$ cat src/rtl/combo_led_sequencer.sv
// -----------------------------------------------------------------------------
// combo_led_sequencer
//
// Purpose:
//   Tracks the player's combo (consecutive hits, cleared on a miss) and drives
//   the 16-LED combo bar directly. When the combo reaches 15 it plays a timed
//   celebration: a left-to-right fill sweep, then FLASH_COUNT off/on flash
//   pairs. After that the combo returns to 0 and counting rearms.
//
// Parameters:
//   TICK_DIV    - clock cycles per animation step (>= 2)
//   FLASH_COUNT - number of off/on flash pairs after the sweep (>= 1)
//
// Ports:
//   clk       in   system clock, rising-edge
//   rst       in   asynchronous, active-high reset
//   hit       in   single-cycle pulse, note judged hit
//   miss      in   single-cycle pulse, note judged miss (wins over hit)
//   combo     out  [3:0]  current combo count 0..15
//   led       out  [15:0] LED bar, bit 0 = leftmost / first lit
//   busy      out  high while the celebration animation runs
//   max_pulse out  one-cycle pulse on the edge the combo reaches 15
// -----------------------------------------------------------------------------
module combo_led_sequencer #(
    parameter int TICK_DIV    = 1000000,
    parameter int FLASH_COUNT = 3
) (
    input  logic        clk,
    input  logic        rst,
    input  logic        hit,
    input  logic        miss,
    output logic [3:0]  combo,
    output logic [15:0] led,
    output logic        busy,
    output logic        max_pulse
);

    localparam int PRW = $clog2(TICK_DIV);
    localparam int PHW = $clog2(2 * FLASH_COUNT);
    localparam logic [PRW-1:0] TICK_LAST  = PRW'(TICK_DIV - 1);
    localparam logic [PHW-1:0] PHASE_LAST = PHW'(2 * FLASH_COUNT - 1);

    typedef enum logic [1:0] {
        ST_COUNT,
        ST_SWEEP,
        ST_FLASH
    } state_t;

    state_t          state_q, state_d;
    logic [3:0]      combo_q, combo_d;
    logic [15:0]     led_q, led_d;
    logic            busy_q, busy_d;
    logic            max_pulse_q, max_pulse_d;
    logic [3:0]      step_q, step_d;
    logic [PHW-1:0]  phase_q, phase_d;
    logic [PRW-1:0]  presc_q, presc_d;

    // Thermometer code for the combo value one hit ahead, so the bar can be
    // updated on the same edge as the counter.
    logic [3:0]  combo_inc;
    logic [15:0] thermo_inc;

    assign combo_inc = combo_q + 4'd1;

    for (genvar gi = 0; gi < 16; gi++) begin : g_thermo
        assign thermo_inc[gi] = (combo_inc > 4'(gi));
    end

    logic       tick_wrap;
    logic [3:0] step_inc;
    logic [PHW-1:0] phase_inc;

    assign tick_wrap = (presc_q == TICK_LAST);
    assign step_inc  = step_q + 4'd1;
    assign phase_inc = phase_q + PHW'(1);

    always_comb begin
        state_d     = state_q;
        combo_d     = combo_q;
        led_d       = led_q;
        busy_d      = busy_q;
        max_pulse_d = 1'b0;
        step_d      = step_q;
        phase_d     = phase_q;
        presc_d     = presc_q;

        case (state_q)
            ST_COUNT: begin
                presc_d = '0;
                if (miss) begin
                    combo_d = 4'd0;
                    led_d   = 16'h0000;
                end else if (hit) begin
                    if (combo_q == 4'd14) begin
                        // Saturation: start the celebration on this edge.
                        combo_d     = 4'd15;
                        max_pulse_d = 1'b1;
                        busy_d      = 1'b1;
                        led_d       = 16'h0001;
                        step_d      = 4'd0;
                        presc_d     = '0;
                        state_d     = ST_SWEEP;
                    end else if (combo_q < 4'd14) begin
                        combo_d = combo_inc;
                        led_d   = thermo_inc;
                    end
                end
            end

            ST_SWEEP, ST_FLASH: begin
                if (miss) begin
                    // Abort takes priority over any tick wrap this cycle.
                    state_d = ST_COUNT;
                    combo_d = 4'd0;
                    led_d   = 16'h0000;
                    busy_d  = 1'b0;
                    step_d  = 4'd0;
                    phase_d = '0;
                    presc_d = '0;
                end else begin
                    presc_d = tick_wrap ? '0 : presc_q + PRW'(1);
                    if (tick_wrap) begin
                        if (state_q == ST_SWEEP) begin
                            if (step_q == 4'd15) begin
                                state_d = ST_FLASH;
                                phase_d = '0;
                                led_d   = 16'h0000;
                            end else begin
                                step_d = step_inc;
                                // Fill pattern: step+1 low bits set.
                                led_d  = ~(16'hFFFE << step_inc);
                            end
                        end else begin
                            if (phase_q == PHASE_LAST) begin
                                state_d = ST_COUNT;
                                combo_d = 4'd0;
                                led_d   = 16'h0000;
                                busy_d  = 1'b0;
                                phase_d = '0;
                                step_d  = 4'd0;
                                presc_d = '0;
                            end else begin
                                phase_d = phase_inc;
                                // Odd phases are the "on" half of a flash pair.
                                led_d   = phase_inc[0] ? 16'hFFFF : 16'h0000;
                            end
                        end
                    end
                end
            end

            default: begin
                state_d = ST_COUNT;
            end
        endcase
    end

    always_ff @(posedge clk or posedge rst) begin
        if (rst) begin
            state_q     <= ST_COUNT;
            combo_q     <= 4'd0;
            led_q       <= 16'h0000;
            busy_q      <= 1'b0;
            max_pulse_q <= 1'b0;
            step_q      <= 4'd0;
            phase_q     <= '0;
            presc_q     <= '0;
        end else begin
            state_q     <= state_d;
            combo_q     <= combo_d;
            led_q       <= led_d;
            busy_q      <= busy_d;
            max_pulse_q <= max_pulse_d;
            step_q      <= step_d;
            phase_q     <= phase_d;
            presc_q     <= presc_d;
        end
    end

    assign combo     = combo_q;
    assign led       = led_q;
    assign busy      = busy_q;
    assign max_pulse = max_pulse_q;

endmodule

$ cat config.mk
export PLATFORM = sky130hd
export DESIGN_NAME = combo_led_sequencer
export DESIGN_NICKNAME = d
export VERILOG_FILES = /design/src/rtl/combo_led_sequencer.sv
export SDC_FILE = /design/constraint.sdc
export NUM_CORES = 1
export LEC_CHECK = 0
export CORE_MARGIN = 8
export CORE_UTILIZATION = 66
export CTS_CLUSTER_DIAMETER = 150
export DETAILED_ROUTE_END_ITERATION = 10
export DONT_BUFFER_PORTS = 1
export PLACE_DENSITY = 0.91
export SLEW_MARGIN = 20
export SYNTH_ARGS = -nofsm -noshare
export SYNTH_HDL_FRONTEND = slang
export SYNTH_SLANG_ARGS = --single-unit
$ cat constraint.sdc
create_clock -name clk -period 6.4 [get_ports clk]
set_input_delay 0.64 -clock clk [delete_from_list [all_inputs] [get_ports clk]]
set_output_delay 0.64 -clock clk [all_outputs]
set_load 0.02 [all_outputs]
==> impl_metrics.py, run 1 <==
metrics = {
    "routing": {
        "postRouteAntennaNets": 0,
        "viasPerCell": 6.67,
        "wire_per_inst_um": 18.5,
        "totalWireLength_mm": 7.50,
        "drt_iter0_markers": 209,
        "dr.pass1.iters": 5,
        "drcViolationCount": 0,
        "vias": 2708,
    },
    "clock_tree": {
        "numCtsBuffers": 5,
        "post_cts.repair.setup_buffers": 0,
        "cts_tree": "yes",
        "clk-insertion-delay-late_ns": 0.31,
        "htree_num_levels": 2,
        "cts_root_buf": "clkbuf_8",
        "hold_buffers": 0,
        "clock_path_buffers": 2,
        "cts_num_sinks": 51,
        "cts_resized": 0,
        "clk_pin_slew_ns": 0.10,
    },
    "sta": {
        "timing.fmax_mhz": 330,
        "min_period_ns": 3.03,
        "hold_violations": 0,
        "setup_tns_ns": 0,
        "grt_setup_unrepaired": "no",
        "fin_skew_ns": 0.0145,
        "slew_viol_final": 0,
        "setup_viol": 0,
        "relSlewSlack": 0.437,
        "hold_slack_ns": 0.348,
        "worst_pin_slew_ns": 0.844,
        "finalCritPeriodShare": 0.473,
    },
    "synth": {
        "synth_seq_area_share": 0.398,
        "async_flop_share": 1.00,
        "synth_ff_type": "dfrtp_1",
        "yosys_register_bits": 51,
        "syn_avg_cell_area_um2": 8.95,
        "synth-edff-count": 0,
        "synth_warnings": 0,
        "synthCells": 358,
        "syn_nets": 374,
        "syn_area_um2": 3210,
        "synth_cell_types": 60,
    },
    "floorplanning": {
        "start_util": 0.683,
        "num_rows": 25,
        "core_um2": 4690,
        "die_x_um": 85.7,
        "die_area_um2": 7340,
        "fp.dieH_um": 85.7,
        "pin_count": 26,
    },
    "place": {
        "port_buffers": 0,
        "dp_cells": 399,
        "dp_hpwl_mm": 5.52,
        "gp_congestion": 0.947,
    },
    "critical_path": {
        "crit_arrival_ns": 3.23,
        "cp-end-kind": "flip-flop",
        "setup.worst_path.start_class": "flip-flop",
        "reg2reg_setup_slack_ns": 3.37,
        "r2r-start": "state_q[0]",
        "worstPathMaxFanout": 16,
        "reg2regPathDepth": 6,
        "endpoint": "led[11]",
        "timing.critical_path.from": "state_q[0]",
        "reg2reg_to": "led[11]",
        "worstPathRequired_ns": 6.60,
        "criticalPathCategory": "reg2reg",
    },
    "grt": {
        "grt_usage": 0.210,
        "grt_pass1_wl_mm": 12.4,
        "grt_remaining_overflow": 0,
        "grt_pass1_vias": 2559,
        "grt_max_degree": 52,
        "antenna_found_initial": 0,
    },
    "finish": {
        "area_delta_synth_final_pct": 3.28,
        "instances_no_fill": 406,
        "num-fill-cells": 370,
        "diodes": 0,
        "drive_gt1_frac": 0.0710,
        "fin_nets": 368,
    },
    "power": {
        "p_leak_nw": 1.41,
        "power_density_nw_per_um2": 176,
        "vdd_ir_drop_max_mv": 0.126,
        "power.total_mw": 0.584,
    },
    "run": {
        "cap_viol_max_count": 0,
    },
    "run_status": {
        "outcome": "finished clean",
    },
    "min_path": {
        "min_path_type": "in2async",
    },
}
-- cell usage after synthesis, types with 6 or more instances --
library cell	instances	area [um^2]
ha_1	12	150
nand3_1	19	95.1
nand2_1	36	135
a21oi_1	11	55.1
mux2_2	8	90.1
inv_1	13	48.8
nor2_1	43	161
xor2_1	8	70.1
nor3_1	10	50.1
o21ai_0	27	135
clkbuf_1	9	33.8
dfrtp_1	51	1280
a31oi_1	8	50.1
and3_1	6	37.5
xnor2_1	9	78.8
-- placed cells by master (no fill, tap or decap), types with 6 or more instances in the layout --
master | netlist | layout
xnor2_1 | 9 | 9
a21oi_1 | 11 | 11
xor2_1 | 8 | 8
ha_1 | 12 | 12
inv_1 | 13 | 12
nor3_1 | 10 | 10
dfrtp_1 | 51 | 51
nand2_1 | 36 | 36
and3_1 | 6 | 6
o21ai_0 | 27 | 27
a31oi_1 | 8 | 8
nor2_1 | 43 | 43
mux2_2 | 8 | 8
nand3_1 | 19 | 19
-- final cells by class --
| type | count | area (um^2) | area share |
|---|---|---|---|
| Clock inverter | 1 | 30.0 | 0.00907 |
| Tap cell | 54 | 67.6 | 0.0204 |
| Multi-Input combinational cell | 281 | 1810 | 0.548 |
| Clock buffer | 6 | 72.6 | 0.0219 |
| Sequential cell | 51 | 1280 | 0.385 |
| Inverter | 13 | 50.0 | 0.0151 |
-- where the power goes --
group          leakage [nW]  switching (mW)  internal [mW]
Combinational         0.651          0.0211         0.0108
Clock                0.0513           0.104          0.115
Sequential            0.708         0.00853          0.325
-- sequential cells by signal, summed over array words and instances (netlist names) --
register and cells:
max_pulse 1, led 16, state_q 2, presc_q 20, combo 4, step_q 4
phase_q 3, busy 1
-- kinds of logic after synthesis --
| kind of cell | count (synthesis) | synth area share |
|---|---|---|
| DFF | 51 | 0.398 |
| adders and majority gates | 12 | 0.0468 |
| and+or+nand+nor | 163 | 0.268 |
| xor gates and xnor gates | 17 | 0.0465 |
| buffers and inverters | 26 | 0.0359 |
| AOI/OAI and AO/OA | 75 | 0.156 |
| muxes | 14 | 0.0488 |
-- metrics by stage --
step                      setup WS, ns  utilization  area, um^2
after floorplan                   4.12            -        3210
after global placement            3.58        0.683        3210
after detailed placement          3.44        0.683        3210
after CTS                         3.42        0.705        3310
after global routing              3.17        0.706        3310
final                             3.37        0.706        3310
-- critical path, stage by stage, from the launching register on --
cell      delay (ns)
dfrtp_1         0.38
inv_1           0.08
ha_1            0.58
nand2b_1        0.36
a21oi_2         0.47
or2_1           0.63
mux2_2          0.42
-- how the worst min path moves through the flow --
stage | end | depth (start not counted) | slack [ns] | startpoint
floorplan | phase_q[2] | 1 | 0.45 | phase_q[2]
global placement | phase_q[2] | 1 | 0.49 | phase_q[2]
detailed placement | phase_q[2] | 1 | 0.49 | phase_q[2]
CTS | led[2] | 1 | 0.49 | rst
global route | led[1] | 1 | 0.43 | rst
finish | led[1] | 1 | 0.35 | rst
-- layer usage --
layer	part of all wire	GRT usage	vias up
met1	0.44	0.272	1306
met2	0.47	0.330	111
met4	0.014	0.0685	0
met5	0	0	-
li1	-	-	1278
met3	0.075	0.0564	13
Note: power is estimated with default switching activity, not from simulation.
==> inputs of run 2 (changes only) <==
- CORE_UTILIZATION: 66 -> 58
- PLACE_DENSITY: 0.91 -> 0.85
- clock period: 6.4 -> 2.6 ns (I/O delays scaled with it)
==> run 2 against run 1 <==
Clock skew fell by 0.0057 ns; via count rose by 2.9%; critical path depth rose by 1; count of clock-buffer cells in the layout did not move; sequential share of layout area fell by 1.7 points; clock power rose to 2.6 times the previous value; first-iteration DRC count rose by 77%; critical path type unchanged; routed wire length rose by 2.2%; design area rose by 4.6%; die area rose by 11%; worst setup slack got worse by 3.0 ns.
==> impl_metrics.py, run 2 (synthesis gave the netlist of run 1 again) <==
metrics = {
    "finish": {
        "finish.instance_area_um2": 3460,
        "drive_gt1_frac": 0.111,
        "diodes": 0,
        "area_delta_synth_final_pct": 8.00,
        "fin_nets": 383,
        "fin_util": 0.637,
        "layout_common_cells": "dfrtp_1, nor2_1, nand2_1",
        "instances_no_fill": 440,
        "final_common_cell": "dfrtp_1",
        "regMostFlops": "presc_q",
        "largest_reg_flops": 20,
    },
    "grt": {
        "grt_remaining_overflow": 0,
        "grt_usage": 0.192,
        "grt_pass1_wl_mm": 13.2,
        "grt_max_degree": 28,
        "antenna_found_initial": 0,
        "grt_pass1_vias": 2750,
    },
    "floorplanning": {
        "start_util": 0.589,
        "num_rows": 27,
        "fp.dieH_um": 90.3,
        "core_um2": 5440,
        "die_area_um2": 8160,
        "pin_count": 26,
        "die_x_um": 90.3,
    },
    "clock_tree": {
        "cts_resized": 0,
        "cts_num_sinks": 51,
        "cts_root_buf": "clkbuf_8",
        "numCtsBuffers": 5,
        "cts_tree": "yes",
        "clk_pin_slew_ns": 0.09,
        "clock_path_buffers": 2,
        "clk-insertion-delay-late_ns": 0.31,
        "hold_buffers": 1,
        "htree_num_levels": 2,
        "post_cts.repair.setup_buffers": 0,
    },
    "critical_path": {
        "reg2regPathDepth": 7,
        "path_delay_family": "simple AND/OR/NAND/NOR gates",
        "worstPathRequired_ns": 2.80,
        "cp-end-kind": "flip-flop",
        "worstPathMaxFanout": 16,
        "reg2reg_to": "led[12]",
        "setup.worst_path.start_class": "flip-flop",
        "r2r-start": "presc_q[0]",
        "timing.critical_path.from": "presc_q[0]",
        "endpoint": "led[12]",
        "reg2reg_setup_slack_ns": 0.34,
        "crit_arrival_ns": 2.45,
        "crit_cells": 7,
        "worstPathCellList": "ha_1, and3_1, and3_1, a21oi_2, or2_1, buf_4, mux2_1",
        "cp_slowest_cell": "dfrtp_1",
        "criticalPathCategory": "reg2reg",
        "path_common_cell": "and3_1",
        "slowest_delay_ns": 0.44,
        "crit_buf_inv": 1,
    },
    "routing": {
        "dr.pass1.iters": 5,
        "drt_iter0_markers": 370,
        "viasPerCell": 6.33,
        "wire_per_inst_um": 17.4,
        "drcViolationCount": 0,
        "totalWireLength_mm": 7.66,
        "postRouteAntennaNets": 0,
        "vias": 2786,
    },
    "min_path": {
        "hold_path_startpoint": "miss",
        "min_path_type": "in2reg",
    },
    "sta": {
        "finalCritPeriodShare": 0.868,
        "timing.fmax_mhz": 443,
        "hold_violations": 0,
        "fin_skew_ns": 0.00879,
        "setup_viol": 0,
        "setup_tns_ns": 0,
        "hold_slack_ns": 0.161,
        "grt_setup_unrepaired": "no",
        "worst_pin_slew_ns": 0.647,
        "min_period_ns": 2.26,
        "slew_viol_final": 0,
        "setup_slack_ns": 0.344,
        "relSlewSlack": 0.568,
    },
    "run": {
        "cap_viol_max_count": 0,
    },
    "power": {
        "power.total_mw": 1.48,
        "p_leak_nw": 1.50,
        "power_density_nw_per_um2": 428,
        "vdd_ir_drop_max_mv": 0.233,
    },
    "place": {
        "port_buffers": 0,
        "dp_cells": 431,
        "dp_hpwl_mm": 5.57,
        "gp_congestion": 0.920,
        "dpl_cell_area_um2": 3330,
        "place_ws_ns": 0.380,
    },
    "run_status": {
        "outcome": "finished clean",
    },
}
-- run 2: how the worst min path moves through the flow --
stage | cells after the start | slack, ns | to
2_1_floorplan | 1 | 0.45 | phase_q[2]
3_3_place_gp | 1 | 0.22 | led[3]
3_5_place_dp | 1 | 0.22 | led[1]
4_1_cts | 2 | 0.14 | led[6]
5_1_grt | 2 | 0.15 | led[6]
6_report | 2 | 0.16 | led[6]
-- run 2: layout make-up --
| cell class | instances | area [um^2] |
|---|---|---|
| Timing Repair Buffer | 15 | 115 |
| Multi-Input combinational cell | 281 | 1810 |
| Sequential cell | 51 | 1280 |
| Clock buffer | 6 | 82.6 |
| Tap cell | 72 | 90.1 |
| Inverter | 13 | 48.8 |
| Fill cell | 457 | 1980 |
| Clock inverter | 2 | 35.0 |
-- run 2: where the power goes --
part	switching [mW]	internal [mW]	leakage, nW	total [mW]
clock network	0.260	0.312	0.0612	0.571
registers	0.0133	0.800	0.708	0.813
logic	0.0632	0.0336	0.726	0.0968
total	0.336	1.15	1.50	1.48
-- run 2: layer usage --
layer  share of wire  GRT usage  vias up  wire, um
li1                -          -     1307         -
met1            0.43      0.246     1342      3310
met2            0.47      0.309      126      3630
met3           0.080     0.0424       11       611
met4           0.014     0.0693        0       104
met5               0          0        -         0
==> inputs of run 3 (changes only) <==
- CORE_ASPECT_RATIO: unset -> 0.8
- CORE_UTILIZATION: 58 -> 64
- PLACE_DENSITY: 0.85 -> 0.89
- clock period: 2.6 -> 2.52 ns (I/O delays scaled with it)
==> run 3 against run 2 <==
The run now ends with negative hold slack left; critical path type unchanged; highest routed layer unchanged; final cell count down 2.5%; die area is 7.6% lower; critical endpoint is now presc_q[19]; routed wire length fell by 0.84%; first-iteration DRC count decreased by 6.8%.
==> impl_metrics.py, run 3 (synthesis gave the netlist of run 1 again) <==
metrics = {
    "run_status": {
        "outcome": "finished with violations",
        "violations": "negative hold slack",
    },
    "routing": {
        "vias": 2790,
        "drt_iter0_markers": 345,
        "postRouteAntennaNets": 0,
        "drcViolationCount": 0,
        "wire_per_inst_um": 17.7,
        "totalWireLength_mm": 7.60,
        "viasPerCell": 6.50,
        "dr.pass1.iters": 5,
    },
    "clock_tree": {
        "post_cts.repair.setup_buffers": 0,
        "clk_pin_slew_ns": 0.09,
        "cts_root_buf": "clkbuf_8",
        "clk-insertion-delay-late_ns": 0.31,
        "htree_num_levels": 2,
        "hold_buffers": 0,
        "cts_resized": 0,
        "clock_path_buffers": 2,
        "cts_num_sinks": 51,
        "numCtsBuffers": 5,
        "cts_tree": "yes",
    },
    "sta": {
        "finalCritPeriodShare": 0.893,
        "timing.fmax_mhz": 444,
        "setup_tns_ns": 0,
        "worst_pin_slew_ns": 0.849,
        "fin_skew_ns": 0.00753,
        "relSlewSlack": 0.433,
        "setup_viol": 0,
        "min_period_ns": 2.25,
        "grt_setup_unrepaired": "no",
        "hold_violations": 51,
        "hold_slack_ns": -0.0362,
        "slew_viol_final": 0,
    },
    "run": {
        "cap_viol_max_count": 0,
    },
    "grt": {
        "grt_remaining_overflow": 0,
        "grt_pass1_wl_mm": 12.6,
        "grt_max_degree": 52,
        "grt_usage": 0.208,
        "grt_pass1_vias": 2556,
        "antenna_found_initial": 0,
    },
    "critical_path": {
        "cp-end-kind": "flip-flop",
        "crit_arrival_ns": 2.45,
        "reg2reg_to": "presc_q[19]",
        "worstPathRequired_ns": 2.72,
        "criticalPathCategory": "reg2reg",
        "reg2regPathDepth": 5,
        "r2r-start": "state_q[0]",
        "worstPathMaxFanout": 16,
        "setup.worst_path.start_class": "flip-flop",
        "reg2reg_setup_slack_ns": 0.27,
    },
    "floorplanning": {
        "num_rows": 23,
        "pin_count": 26,
        "start_util": 0.651,
        "fp.dieH_um": 79.3,
        "die_area_um2": 7540,
        "core_um2": 4920,
        "die_x_um": 95.1,
    },
    "min_path": {
        "min_path_type": "in2async",
    },
    "finish": {
        "largest_reg_flops": 20,
        "final_common_cell": "dfrtp_1",
        "area_delta_synth_final_pct": 6.40,
        "layout_common_cells": "dfrtp_1, nor2_1, nand2_1",
        "drive_gt1_frac": 0.112,
        "fin_nets": 382,
        "diodes": 0,
        "fin_util": 0.693,
        "regMostFlops": "presc_q",
        "finish.instance_area_um2": 3410,
        "num-fill-cells": 359,
    },
    "power": {
        "p_clk_frac": 0.336,
        "power.total_mw": 1.41,
        "comb_power_share": 0.068,
        "power_density_nw_per_um2": 413,
        "netSwitchingPower_mw": 0.353,
        "p_leak_nw": 1.48,
        "p_int_mw": 1.05,
        "switching_share": 0.251,
        "sequentialPowerShare": 0.596,
        "vdd_ir_drop_max_mv": 0.321,
    },
    "place": {
        "gp_congestion": 0.946,
        "dpl_cell_area_um2": 3320,
        "dp_hpwl_mm": 5.72,
        "port_buffers": 0,
    },
}
[run 3: worst max path at each step]
stage / slack [ns] / end / depth (start not counted) / start
after CTS: 0.28 / presc_q[19] / 5 / state_q[0]
after floorplan: 0.24 / led[12] / 9 / combo[0]
final: 0.27 / presc_q[19] / 5 / state_q[0]
after detailed placement: 0.29 / step_q[2] / 5 / presc_q[8]
after global routing: 0.18 / presc_q[19] / 5 / state_q[0]
after global placement: 0.36 / presc_q[19] / 5 / state_q[0]
[run 3: area by class of cell]
type,instances,area [um^2],area share
Clock buffer,5,68.8,0.0202
Sequential cell,51,1280,0.374
Tap cell,62,77.6,0.0227
Timing Repair Buffer,14,105,0.0308
Inverter,13,50.0,0.0147
Clock inverter,3,18.8,0.00550
Multi-Input combinational cell,281,1810,0.532
[run 3: power groups by stage]
stage	Clock, mW	Sequential, mW	Combinational [mW]
after floorplan	0	0.860	0.0686
after global placement	0	0.855	0.0941
after detailed placement	0	0.855	0.0963
after CTS	0.484	0.839	0.0964
after global routing	0.515	0.840	0.109
final	0.473	0.838	0.0960
[run 3: worst max-delay path: stages, from the launching register on]
cell	delay, ns
dfrtp_1	0.41
ha_1	0.42
or4_1	0.73
nor4_1	0.35
xnor2_1	0.17
nor2_1	0.07
[run 3: per-stage QoR]
step | hold slack (ns) | cells | setup WS [ns]
global route | 0.0409 | 429 | 0.175
finish | -0.0362 | 429 | 0.269
floorplan | 0.450 | 358 | 0.242
CTS | 0.107 | 429 | 0.281
global placement | 0.436 | 421 | 0.358
detailed placement | 0.446 | 421 | 0.288
[run 3: metal layers]
layer	wire (um)	global-route usage
met4	79	0.0373
met1	3510	0.308
met5	0	0
met2	3060	0.282
met3	958	0.0753
